**src/rtl/display_scheduler.sv**
```systemverilog
// Time/seconds/date/alarm source selector for a 4-digit seven-segment display.
// The selected digits, colon and mode are all registered.
module display_scheduler #(
    parameter int unsigned DATE_HOLD_S = 5,
    parameter bit          LZ_SUPPRESS = 1'b1
) (
    input  logic       clk,
    input  logic       rst_n,
    input  logic       tick_1hz,
    input  logic       btn_date,
    input  logic       btn_sec,
    input  logic       alarm_req,
    input  logic [3:0] sec_1s,
    input  logic [3:0] sec_10s,
    input  logic [3:0] min_1s,
    input  logic [3:0] min_10s,
    input  logic [3:0] hr_1s,
    input  logic [3:0] hr_10s,
    input  logic [3:0] day_1s,
    input  logic [3:0] day_10s,
    input  logic [3:0] mon_1s,
    input  logic [3:0] mon_10s,
    output logic [3:0] disp3,
    output logic [3:0] disp2,
    output logic [3:0] disp1,
    output logic [3:0] disp0,
    output logic       colon,
    output logic [1:0] mode
);

    typedef enum logic [1:0] {
        ST_TIME  = 2'd0,
        ST_SEC   = 2'd1,
        ST_DATE  = 2'd2,
        ST_ALARM = 2'd3
    } state_t;

    localparam logic [3:0] BLANK    = 4'hF;
    localparam logic [7:0] HOLD_LIM = 8'(DATE_HOLD_S);

    state_t      state_q, state_d;
    logic        flash_q, flash_d;
    logic [7:0]  hold_cnt_q, hold_cnt_d;
    logic [7:0]  hold_inc;
    logic [15:0] disp_q, disp_d;
    logic        colon_q, colon_d;
    logic [1:0]  mode_q, mode_d;
    logic [15:0] time_digits;
    logic [3:0]  hr_10s_shown;

    // Next-state and flash/hold bookkeeping; alarm_req overrides every other event.
    always_comb begin
        state_d    = state_q;
        flash_d    = flash_q;
        hold_cnt_d = hold_cnt_q;
        hold_inc   = (hold_cnt_q == 8'hFF) ? 8'hFF : hold_cnt_q + 8'd1;

        if (alarm_req) begin
            state_d    = ST_ALARM;
            hold_cnt_d = 8'd0;
            if (state_q != ST_ALARM) begin
                flash_d = 1'b1;
            end else if (tick_1hz) begin
                flash_d = ~flash_q;
            end
        end else begin
            case (state_q)
                ST_TIME: begin
                    if (btn_date) begin
                        state_d    = ST_DATE;
                        flash_d    = 1'b1;
                        hold_cnt_d = 8'd0;
                    end else if (btn_sec) begin
                        state_d = ST_SEC;
                        flash_d = 1'b1;
                    end else if (tick_1hz) begin
                        flash_d = ~flash_q;
                    end
                end
                ST_SEC: begin
                    flash_d = 1'b1;
                    if (btn_date) begin
                        state_d    = ST_DATE;
                        hold_cnt_d = 8'd0;
                    end else if (btn_sec) begin
                        state_d = ST_TIME;
                    end
                end
                ST_DATE: begin
                    flash_d = 1'b1;
                    if (btn_date) begin
                        hold_cnt_d = 8'd0;
                    end else if (tick_1hz) begin
                        if (hold_inc == HOLD_LIM) begin
                            state_d    = ST_TIME;
                            hold_cnt_d = 8'd0;
                        end else begin
                            hold_cnt_d = hold_inc;
                        end
                    end
                end
                default: begin
                    state_d = ST_TIME;
                    flash_d = 1'b1;
                end
            endcase
        end
    end

    // NOTE: outputs are decoded from the next state so a input change shows after one clock.
    always_comb begin
        hr_10s_shown = (LZ_SUPPRESS && hr_10s == 4'd0) ? BLANK : hr_10s;
        time_digits  = {hr_10s_shown, hr_1s, min_10s, min_1s};
        disp_d       = {4{BLANK}};
        colon_d      = 1'b0;
        mode_d       = 2'(state_d);

        case (state_d)
            ST_TIME: begin
                disp_d  = time_digits;
                colon_d = flash_d;
            end
            ST_SEC: begin
                disp_d  = {min_10s, min_1s, sec_10s, sec_1s};
                colon_d = 1'b1;
            end
            ST_DATE: begin
                disp_d  = {day_10s, day_1s, mon_10s, mon_1s};
                colon_d = 1'b1;
            end
            default: begin
                disp_d  = flash_d ? time_digits : {4{BLANK}};
                colon_d = flash_d;
            end
        endcase
    end

    // NOTE: nonblocking assignments keep every flop sampling pre-edge values.
    always_ff @(posedge clk or negedge rst_n) begin
        if (!rst_n) begin
            state_q    <= ST_TIME;
            flash_q    <= 1'b1;
            hold_cnt_q <= 8'd0;
            disp_q     <= {4{BLANK}};
            colon_q    <= 1'b0;
            mode_q     <= 2'd0;
        end else begin
            state_q    <= state_d;
            flash_q    <= flash_d;
            hold_cnt_q <= hold_cnt_d;
            disp_q     <= disp_d;
            colon_q    <= colon_d;
            mode_q     <= mode_d;
        end
    end

    assign {disp3, disp2, disp1, disp0} = disp_q;
    assign colon = colon_q;
    assign mode  = mode_q;

endmodule

```
**config.mk**
```make
export PLATFORM = sky130hd
export DESIGN_NAME = display_scheduler
export DESIGN_NICKNAME = d
export VERILOG_FILES = /design/src/rtl/display_scheduler.sv
export SDC_FILE = /design/constraint.sdc
export NUM_CORES = 1
export LEC_CHECK = 0
export BUFFER_PORTS_ARGS = -buffer_cell sky130_fd_sc_hd__buf_2
export CORE_MARGIN = 4
export CORE_UTILIZATION = 48
export CTS_CLUSTER_DIAMETER = 120
export DETAILED_ROUTE_END_ITERATION = 12
export PLACE_DENSITY = 0.79
export SLEW_MARGIN = 10
export SYNTH_ARGS = -nofsm -noshare
export SYNTH_HDL_FRONTEND = slang
export SYNTH_SLANG_ARGS = --single-unit
```
**constraint.sdc**
```tcl
create_clock -name clk -period 3.9 [get_ports clk]
set_clock_uncertainty 0.1 [all_clocks]
set_input_delay 1.17 -clock clk [delete_from_list [all_inputs] [get_ports clk]]
set_output_delay 1.17 -clock clk [all_outputs]
set_load 0.02 [all_outputs]
```
### Word level (Yosys, flattened, before mapping)

Index checks and enable logic that the tools add are counted.

| word-level totals | value |
|---|---|
| flip-flop bits (word level) | 28 |
| output and inout bits | 19 |

| cells by class | value |
|---|---|
| add/sub/neg operators | 1 |
| eq/ne operators | 9 |
| muxes and demuxes | 26 |
| bitwise gates (word level) | 1 |
| reductions and logical operators | 7 |

Operator list:

| kind | number |
|---|---|
| 2-to-1 mux 8 bit | 6 |
| case mux 16 bit (3 select lines) | 1 |
| 2-to-1 mux 16 bit | 1 |
| 2-to-1 mux 2 bit | 8 |
| case mux 8 bit (2 select lines) | 1 |
| adder 8 x 1 -> 8 bit, second input constant | 1 |
| == test 8 x 3 -> 1 bit, second input constant | 1 |
| == test 8 bit, second input constant | 1 |
| 2-to-1 mux 1 bit | 7 |
| case mux 2 bit (3 select lines) | 1 |
| == test 2 x 1 -> 1 bit, second input constant | 2 |
| == test 2 bit, second input constant | 2 |
| zero test 2 bit | 2 |
| zero test 4 bit | 1 |
| 2-to-1 mux 4 bit | 1 |
| inequality test 4 bit, second input constant | 1 |
| OR reduction 2 bit | 2 |
| inequality test 3 x 1 -> 1 bit, second input constant | 1 |
| AND reduction 3 bit | 1 |
| nonzero test 3 bit | 1 |
| inequality test 2 bit, second input constant | 1 |
| NOT 1 bit | 1 |

### Logic depth before layout (Yosys ltp)

Gate-level depths: netlist of the first run.

| depth | value |
|---|---|
| depth in word-level cells | 11 |
| depth in mapped cells | 13 |
| mapped depth without buffers | 10 |

### Worst setup path after synthesis of the first run

OpenSTA, ideal clock, no wires.

| timing path | value |
|---|---|
| path kind | input -> register |
| from | in btn_sec |
| to | reg disp_q[3] |
| arrival | 2.644 ns |
| data required time | 3.718 ns |
| slack | 1.074 ns |
| stages on the path | 9 |
| cell sequence | xor2_1 a21oi_1 inv_1 ha_1 clkbuf_1 clkbuf_1 a222oi_1 nand2_1 o31a_1 |

| on the way | value |
|---|---|
| longest elaborated chain between the ends | 6 |
| elaborated cells between the ends (all ways) | 15 |

Ends and longest elaborated chain:

| element | line | text |
|---|---|---|
| from (decl) | 11 | `input logic btn_sec,` |
| 2-to-1 mux 2 bit, on equally long branches | 85, 73 |  |
| 2-to-1 mux 2 bit, on equally long branches | 82, 69 |  |
| case mux 2 bit (3 select lines) (*) | 67 | `case (state_q)` |
| 2-to-1 mux 2 bit (*) | 58 | `if (alarm_req) begin` |
| net mode_d[0] | 47 | `logic [1:0] mode_q, mode_d;` |
| == test 2 bit (tied with other cells) | 118 | `case (state_d)` |
| case mux 16 bit (3 select lines) (*) | 118 |  |
| net disp_d[3] | 45 | `logic [15:0] disp_q, disp_d;` |
| to (signal assigned) | 144 | `disp_q <= {4{BLANK}};` |
| to (signal assigned) | 151 | `disp_q <= disp_d;` |
| to (decl) | 45 |  |

Mark *: on every way through the listed nets, which the timed path passes. The rest lies on a longest branch.
A chain may end at the register's enable or synchronous reset.

### Final worst setup path of the first run

| timing path | value |
|---|---|
| from | reg hold_cnt_q[0] |
| to | reg disp_q[11] |

| on the way | value |
|---|---|
| longest elaborated chain between the ends | 10 |
| elaborated cells between the ends (all ways) | 13 |

Ends and longest elaborated chain:

| element | line | text |
|---|---|---|
| from (decl) | 43 | `logic [7:0] hold_cnt_q, hold_cnt_d;` |
| from (signal assigned) | 150 | `hold_cnt_q <= hold_cnt_d;` |
| adder 8 x 1 -> 8 bit or == test 8 bit (tied branches) | 56 | `hold_inc = (hold_cnt_q == 8'hFF) ? 8'hFF : hold_cnt_q + 8'd1;` |
| 2-to-1 mux 8 bit (*) | 56 |  |
| == test 8 x 3 -> 1 bit (*) | 94 | `if (hold_inc == HOLD_LIM) begin` |
| 2-to-1 mux 2 bit (*) | 94 |  |
| 2-to-1 mux 2 bit (*) | 93 | `end else if (tick_1hz) begin` |
| 2-to-1 mux 2 bit (*) | 91 | `if (btn_date) begin` |
| case mux 2 bit (3 select lines) (*) | 67 |  |
| 2-to-1 mux 2 bit (*) | 58 |  |
| == test 2 bit (tied with other cells) | 118 |  |
| case mux 16 bit (3 select lines) (*) | 118 |  |
| net disp_d[11] | 45 |  |

Marks and branches as above.

==> results of run 1 <==
cell families after synthesis:
group	share of synthesized area [%]
XOR/XNOR	1.57
buffers and inverters	5.09
adder cells (fa/ha/maj)	3.74
AO/OA/AOI/OAI	30.0
AND/OR/NAND/NOR	16.4
flip-flops	43.2
path summary, 6_finish.rpt:
path / end / depth (start not counted) / slack (ns)
max: disp_q[11]$_DFF_PN1_ / 10 / 0.96
min: hold_cnt_q[1]$_DFFE_PN0P_ / 2 / 0.45
max reg2reg: disp_q[11]$_DFF_PN1_ / 10 / 0.96
min reg2reg: hold_cnt_q[1]$_DFFE_PN0P_ / 2 / 0.45
max in group asynchronous: hold_cnt_q[5]$_DFFE_PN0P_ / 1 / 2.58
min in group asynchronous: hold_cnt_q[1]$_DFFE_PN0P_ / 1 / 0.73
placed cells by master, fill, tap and decap left out, drive strengths merged:
master | netlist | routed
a222oi | 10 | 10
clkinv | 1 | 1
o22a | 2 | 2
dfstp | 17 | 17
nand2 | 22 | 22
nor2 | 8 | 8
a221oi | 1 | 1
o22ai | 4 | 4
a22o | 1 | 1
o21ai | 14 | 14
or4 | 1 | 1
and3 | 5 | 5
a21boi | 1 | 1
nand3 | 3 | 3
clkbuf | 8 | 4
a41oi | 1 | 1
nand2b | 2 | 2
nor4 | 3 | 3
and2b | 1 | 1
buf | 4 | 64
xor2 | 2 | 2
inv | 3 | 3
ha | 5 | 5
dfrtp | 11 | 11
xnor2 | 1 | 1
o21a | 2 | 2
a221o | 7 | 7
a32o | 1 | 1
o31a | 10 | 10
and2 | 3 | 3
a31o | 1 | 1
nand3b | 1 | 1
a31oi | 2 | 2
nor3 | 1 | 1
a21oi | 6 | 6
nand4 | 2 | 2
worst max-delay path, delay by kind of cell (launching register included):
kind            cells  cell delay [ns]
simple gates        3             0.33
xor+xnor            1             0.17
compound gates      4             0.94
flops               1             0.44
fa+ha+maj           2             0.91
registers in the layout, summed over array words and instances, names as in the netlist:
signal,cells
disp_q,16
hold_cnt_q,8
mode,2
colon,1
flash_q,1
routing by layer:
| metal | global-route usage (%) | vias up |
|---|---|---|
| li1 | - | 760 |
| met1 | 22.3 | 729 |
| met5 | 0 | - |
| met3 | 5.06 | 4 |
| met4 | 5.82 | 0 |
| met2 | 32.5 | 56 |
cell type report:
cell class / count / area, um2 / share of cell area (%)
clock buffers: 4 / 36.3 / 1.80
inverters: 4 / 15.0 / 0.745
multi-input cells: 123 / 865 / 42.9
flip-flops and latches: 28 / 722 / 35.8
well taps: 46 / 57.6 / 2.86
repair buffers: 64 / 320 / 15.9
metrics by stage:
stage / setup WS [ns] / hold slack (ns) / util, % / power (mW) / cell area (um2)
after floorplan: 1.07 / 0.377 / - / 0.478 / 1670
after global placement: 0.764 / 0.407 / 59.3 / 0.549 / 1980
after detailed placement: 0.690 / 0.432 / 59.3 / 0.550 / 1980
after CTS: 0.968 / 0.466 / 60.4 / 0.692 / 2020
after global routing: 0.684 / 0.528 / 60.4 / 0.729 / 2020
final: 0.960 / 0.454 / 60.4 / 0.685 / 2020
report_power, final:
part           total, mW  internal [mW]  switching, mW
combinational      0.197         0.0782          0.119
clock              0.141         0.0571         0.0835
sequential         0.348          0.337         0.0106
total              0.685          0.473          0.213
==> results.toml, run 1 <==
[grt]
grt_first_pass_wirelength_um = 6500
grt_start_max_net_pins = 29
grt_overflow_total = 0
grt_use_total_pct = 18.8
antenna_found_initial = 0
grt_pass1_vias = 1492

[timing]
slew_headroom_pct = 59.2
min_period_over_period_pct = 75.4
slew_violations = 0
hold_violations = 0
rsz0062_at_grt = "false"
worst_pin_slew_ns = 0.607
max_freq_ghz = 0.340
final.setup.tns_ns = 0
post-route-min-period_ns = 2.94
finalSetupViolations = 0

[drt]
wl_um = 3960
antenna_left = 0
top_layer = "met4"
dr_wl_met2_um = 1960
met1Wirelength_um = 1660
wire_per_inst_um = 14.7
drtIter0Drc = 124
vias = 1549
dr_wl_met3_um = 308
firstDrtPassIters = 4
drt_drc_violations_left = 0
via_per_inst = 5.76

[clock_tree]
cts.reportedPaths.clkPinSlew_ns = 0.15
clock_latency_ns = 0.32
cts-root-buf = "clkbuf_4"
clock-sinks = 28
cts_max_path_buffers = 2
ctsResizeCount = 0
cts_buffers = 3
postCtsHoldBufs = 0
cts_tree = "yes"
htree_levels = 1
post-cts-setup-buffers = 0

[yosys]
synth.distinct_cells = 44
ys_ff_latch = 28
synth-edff-count = 0
synth-seq-area-share_pct = 43.2
syn_inst = 167
yosysMostFrequentCell = "nand2_1"
ys_top_cells_by_count = "nand2_1, dfstp_2, o21ai_0"
yosys.area.top_type_share_pct = 26.7
postSynthAreaPerCell_um2 = 10.0
async_flop_share_pct = 100
syn_area_um2 = 1670
synth_area_leaders = "dfstp_2, dfrtp_1, a222oi_1"
yosysTopAreaCell = "dfstp_2"
synth_ff_type = "dfstp_2"
synth_nets = 218
ys_warn_count = 0

[die]
start_util_pct = 50.1
die_h_um = 67.0
die_width_um = 67.0
row_count = 21
pin_count = 65
die_area_um2 = 4490
core_area_um2 = 3340

[setup_path]
worstSetupEndpointType = "flip-flop"
path_common_cell = "ha_1"
slowest_stage = "ha_1"
cp.required_ns = 4.07
r2r-start = "hold_cnt_q[0]$_DFFE_PN0P_"
crit_chain = "ha_1 -> xor2_1 -> nand3_1 -> a21oi_4 -> nand2_2 -> a221oi_1 -> ha_1 -> a222oi_1 -> nand2_1 -> o31a_1"
critPathLaunch = "hold_cnt_q[0]$_DFFE_PN0P_"
worstSetupPathType = "flip-flop to flip-flop"
crit_arrival_ns = 3.11
max_stage_delay_ns = 0.59
critPathMaxFanout = 16
start_kind = "flip-flop"

[placed_design]
dp.cells = 265
io_buffers = 64
routabilityCongestion = 0.857
hpwl_um = 2970

[flow_run]
cap_viol_max_count = 0

[outcome]
outcome = "complete, no violations"

[worst_hold_path]
min_path_type = "flip-flop to flip-flop"
min_from = "hold_cnt_q[1]$_DFFE_PN0P_"

[cells_and_area]
area_delta_synth_final_pct = 20.6
drive_above_1_share_pct = 41.7
fin_cells = 269
antenna_cells = 0
nets = 275
fillerInstances = 320

[power]
power.density_nw_per_um2 = 340
irDropWorstVdd_mv = 0.185
p_leak_nw = 0.926
Power figures use the tool's default switching activity.
==> inputs of run 2 (changes only) <==
clock period = 3.1 ns   (was 3.9 ns; I/O delays follow)
==> run 2 against run 1 <==
  * Clock-buffer cell count is the same
  * Via count rose by 0.45%
  * Combinational power increased by 28%
  * Sequential cell count unchanged
  * Worst hold slack better by 0.0085 ns
  * First-iteration DRC count up 24%
  * Cell area increased by 1.4%
  * Non-clock buffer count up 3
  * Register-to-register slack got worse by 0.62 ns
  * Cell count increased by 1.1%
  * Critical path type unchanged
  * Critical endpoint is now disp_q[10]$_DFF_PN1_
  * Largest cell class unchanged
==> results.toml, run 2 (synthesized netlist as in run 1, its figures left out) <==
[placed_design]
dp_slack_ns = 0.266
hpwl_um = 2940
placed_area_um2 = 2000
io_buffers = 64
dp.cells = 268
routabilityCongestion = 0.847

[grt]
grt_overflow_total = 0
grt_first_pass_wirelength_um = 6500
grt_pass1_vias = 1473
grt_use_total_pct = 18.5
grt_start_max_net_pins = 29
antenna_found_initial = 0

[timing]
finalSetupViolations = 0
finalWorstSetupSlack_ns = 0.337
rsz0062_at_grt = "false"
slew_headroom_pct = 58.0
slew_violations = 0
worst_pin_slew_ns = 0.629
max_freq_ghz = 0.362
hold_violations = 0
post-route-min-period_ns = 2.76
min_period_over_period_pct = 89.1
final.setup.tns_ns = 0

[setup_path]
cp.required_ns = 3.26
slowest_stage = "dfrtp_1"
start_kind = "flip-flop"
r2r_slack_ns = 0.34
worstSetupPathType = "flip-flop to flip-flop"
max_stage_delay_ns = 0.43
critPathMaxFanout = 16
worstSetupEndpointType = "flip-flop"
crit_chain = "ha_1 -> xor2_1 -> nand3_1 -> a21oi_4 -> nand2_2 -> a221o_1 -> ha_2 -> a221o_1 -> o21ai_0 -> nand2_1"
path_common_cell = "a221o_1"
crit_arrival_ns = 2.93

[clock_tree]
cts.reportedPaths.clkPinSlew_ns = 0.14
clock-sinks = 28
cts_tree = "yes"
clock_latency_ns = 0.32
cts_max_path_buffers = 2
htree_levels = 1
post-cts-setup-buffers = 0
cts_buffers = 3
postCtsHoldBufs = 0
cts-root-buf = "clkbuf_4"

[power]
p_sw_share_pct = 30.8
power.density_nw_per_um2 = 424
p_leak_nw = 0.938
pwr-share-seq_pct = 50.5
comb_power_share_pct = 29.2
pwr-share-clk_pct = 20.2
p_sw_mw = 0.267
irDropWorstVdd_mv = 0.212
intPower_mw = 0.599

[die]
die_h_um = 67.0
row_count = 21
core_area_um2 = 3340
die_width_um = 67.0
pin_count = 65
die_area_um2 = 4490
start_util_pct = 50.1

[drt]
drt_drc_violations_left = 0
antenna_left = 0
firstDrtPassIters = 5
drtIter0Drc = 154
wire_per_inst_um = 14.5
via_per_inst = 5.72
vias = 1556
wl_um = 3940

[flow_run]
cap_viol_max_count = 0

[cells_and_area]
final_cell_mix = "buf_2, nand2_1, dfstp_2"
multiInputGateArea_um2 = 870
regArea_um2 = 722
layout_commonest_cell = "buf_2"
antenna_cells = 0
largest_reg_flops = 16
regMostFlops = "disp_q"
fin_cells = 272
drive_above_1_share_pct = 43.4
fillerInstances = 301
area_delta_synth_final_pct = 22.2
fin_area_um2 = 2040
nets = 278

[worst_hold_path]
min_path_type = "flip-flop to flip-flop"

[outcome]
outcome = "complete, no violations"
[run 2: cell types whose count changed in the layout (fill, tap and decap cells not counted)]
cell   delta
buf_4     +3
ha_1      -2
ha_2      +2
[run 2: path summary, 6_finish.rpt]
kind / from / to / cells past startpoint
worst max-delay path: hold_cnt_q[0]$_DFFE_PN0P_ / disp_q[10]$_DFF_PN1_ / 10
worst min-delay path: hold_cnt_q[1]$_DFFE_PN0P_ / hold_cnt_q[1]$_DFFE_PN0P_ / 2
worst max register to register: hold_cnt_q[0]$_DFFE_PN0P_ / disp_q[10]$_DFF_PN1_ / 10
worst min register to register: hold_cnt_q[1]$_DFFE_PN0P_ / hold_cnt_q[1]$_DFFE_PN0P_ / 2
max in group asynchronous: rst_n / hold_cnt_q[7]$_DFFE_PN0P_ / 1
min in group asynchronous: rst_n / hold_cnt_q[4]$_DFFE_PN0P_ / 1
[run 2: repair_timing]
item                                    in CTS  in global routing
hold endpoints to repair                     0                  0
resized for setup                            0                  2
endpoints found under the setup margin       0                  6
[run 2: stage by stage]
step	hold slack (ns)	utilization (%)	power, mW
after detailed placement	0.449	60.0	0.695
after global routing	0.515	61.2	0.920
final	0.462	61.2	0.866
after floorplan	0.377	-	0.602
after global placement	0.409	60.0	0.696
after CTS	0.482	61.1	0.875
[run 2: power by group through the flow]
stage | sequential, mW | clock, mW | combinational, mW
floorplan | 0.494 | 0 | 0.108
CTS | 0.438 | 0.183 | 0.253
global route | 0.443 | 0.199 | 0.279
global placement | 0.445 | 0 | 0.251
finish | 0.438 | 0.175 | 0.253
detailed placement | 0.443 | 0 | 0.252
[run 2: layer usage]
metal | wire [um] | vias to the layer above | track usage [%]
met5 | 0 | - | 0
met4 | 20 | 0 | 5.32
met3 | 299 | 2 | 3.71
met2 | 1950 | 61 | 31.8
met1 | 1670 | 729 | 23.2
li1 | - | 764 | -
[run 2: layout make-up]
class                   count  share of cell area [%]
inverters                   4                   0.735
clock buffers               4                    1.78
repair buffers             67                    16.8
well taps                  46                    2.82
multi-input cells         123                    42.6
flip-flops and latches     28                    35.3
[run 2: critical path, delay by kind of cell (launching register included)]
family                     cells  cell delay [ns]
adders and majority gates      2             0.60
AOI/OAI and AO/OA              4             1.12
xor gates and xnor gates       1             0.17
and+or+nand+nor                3             0.29
DFF                            1             0.43
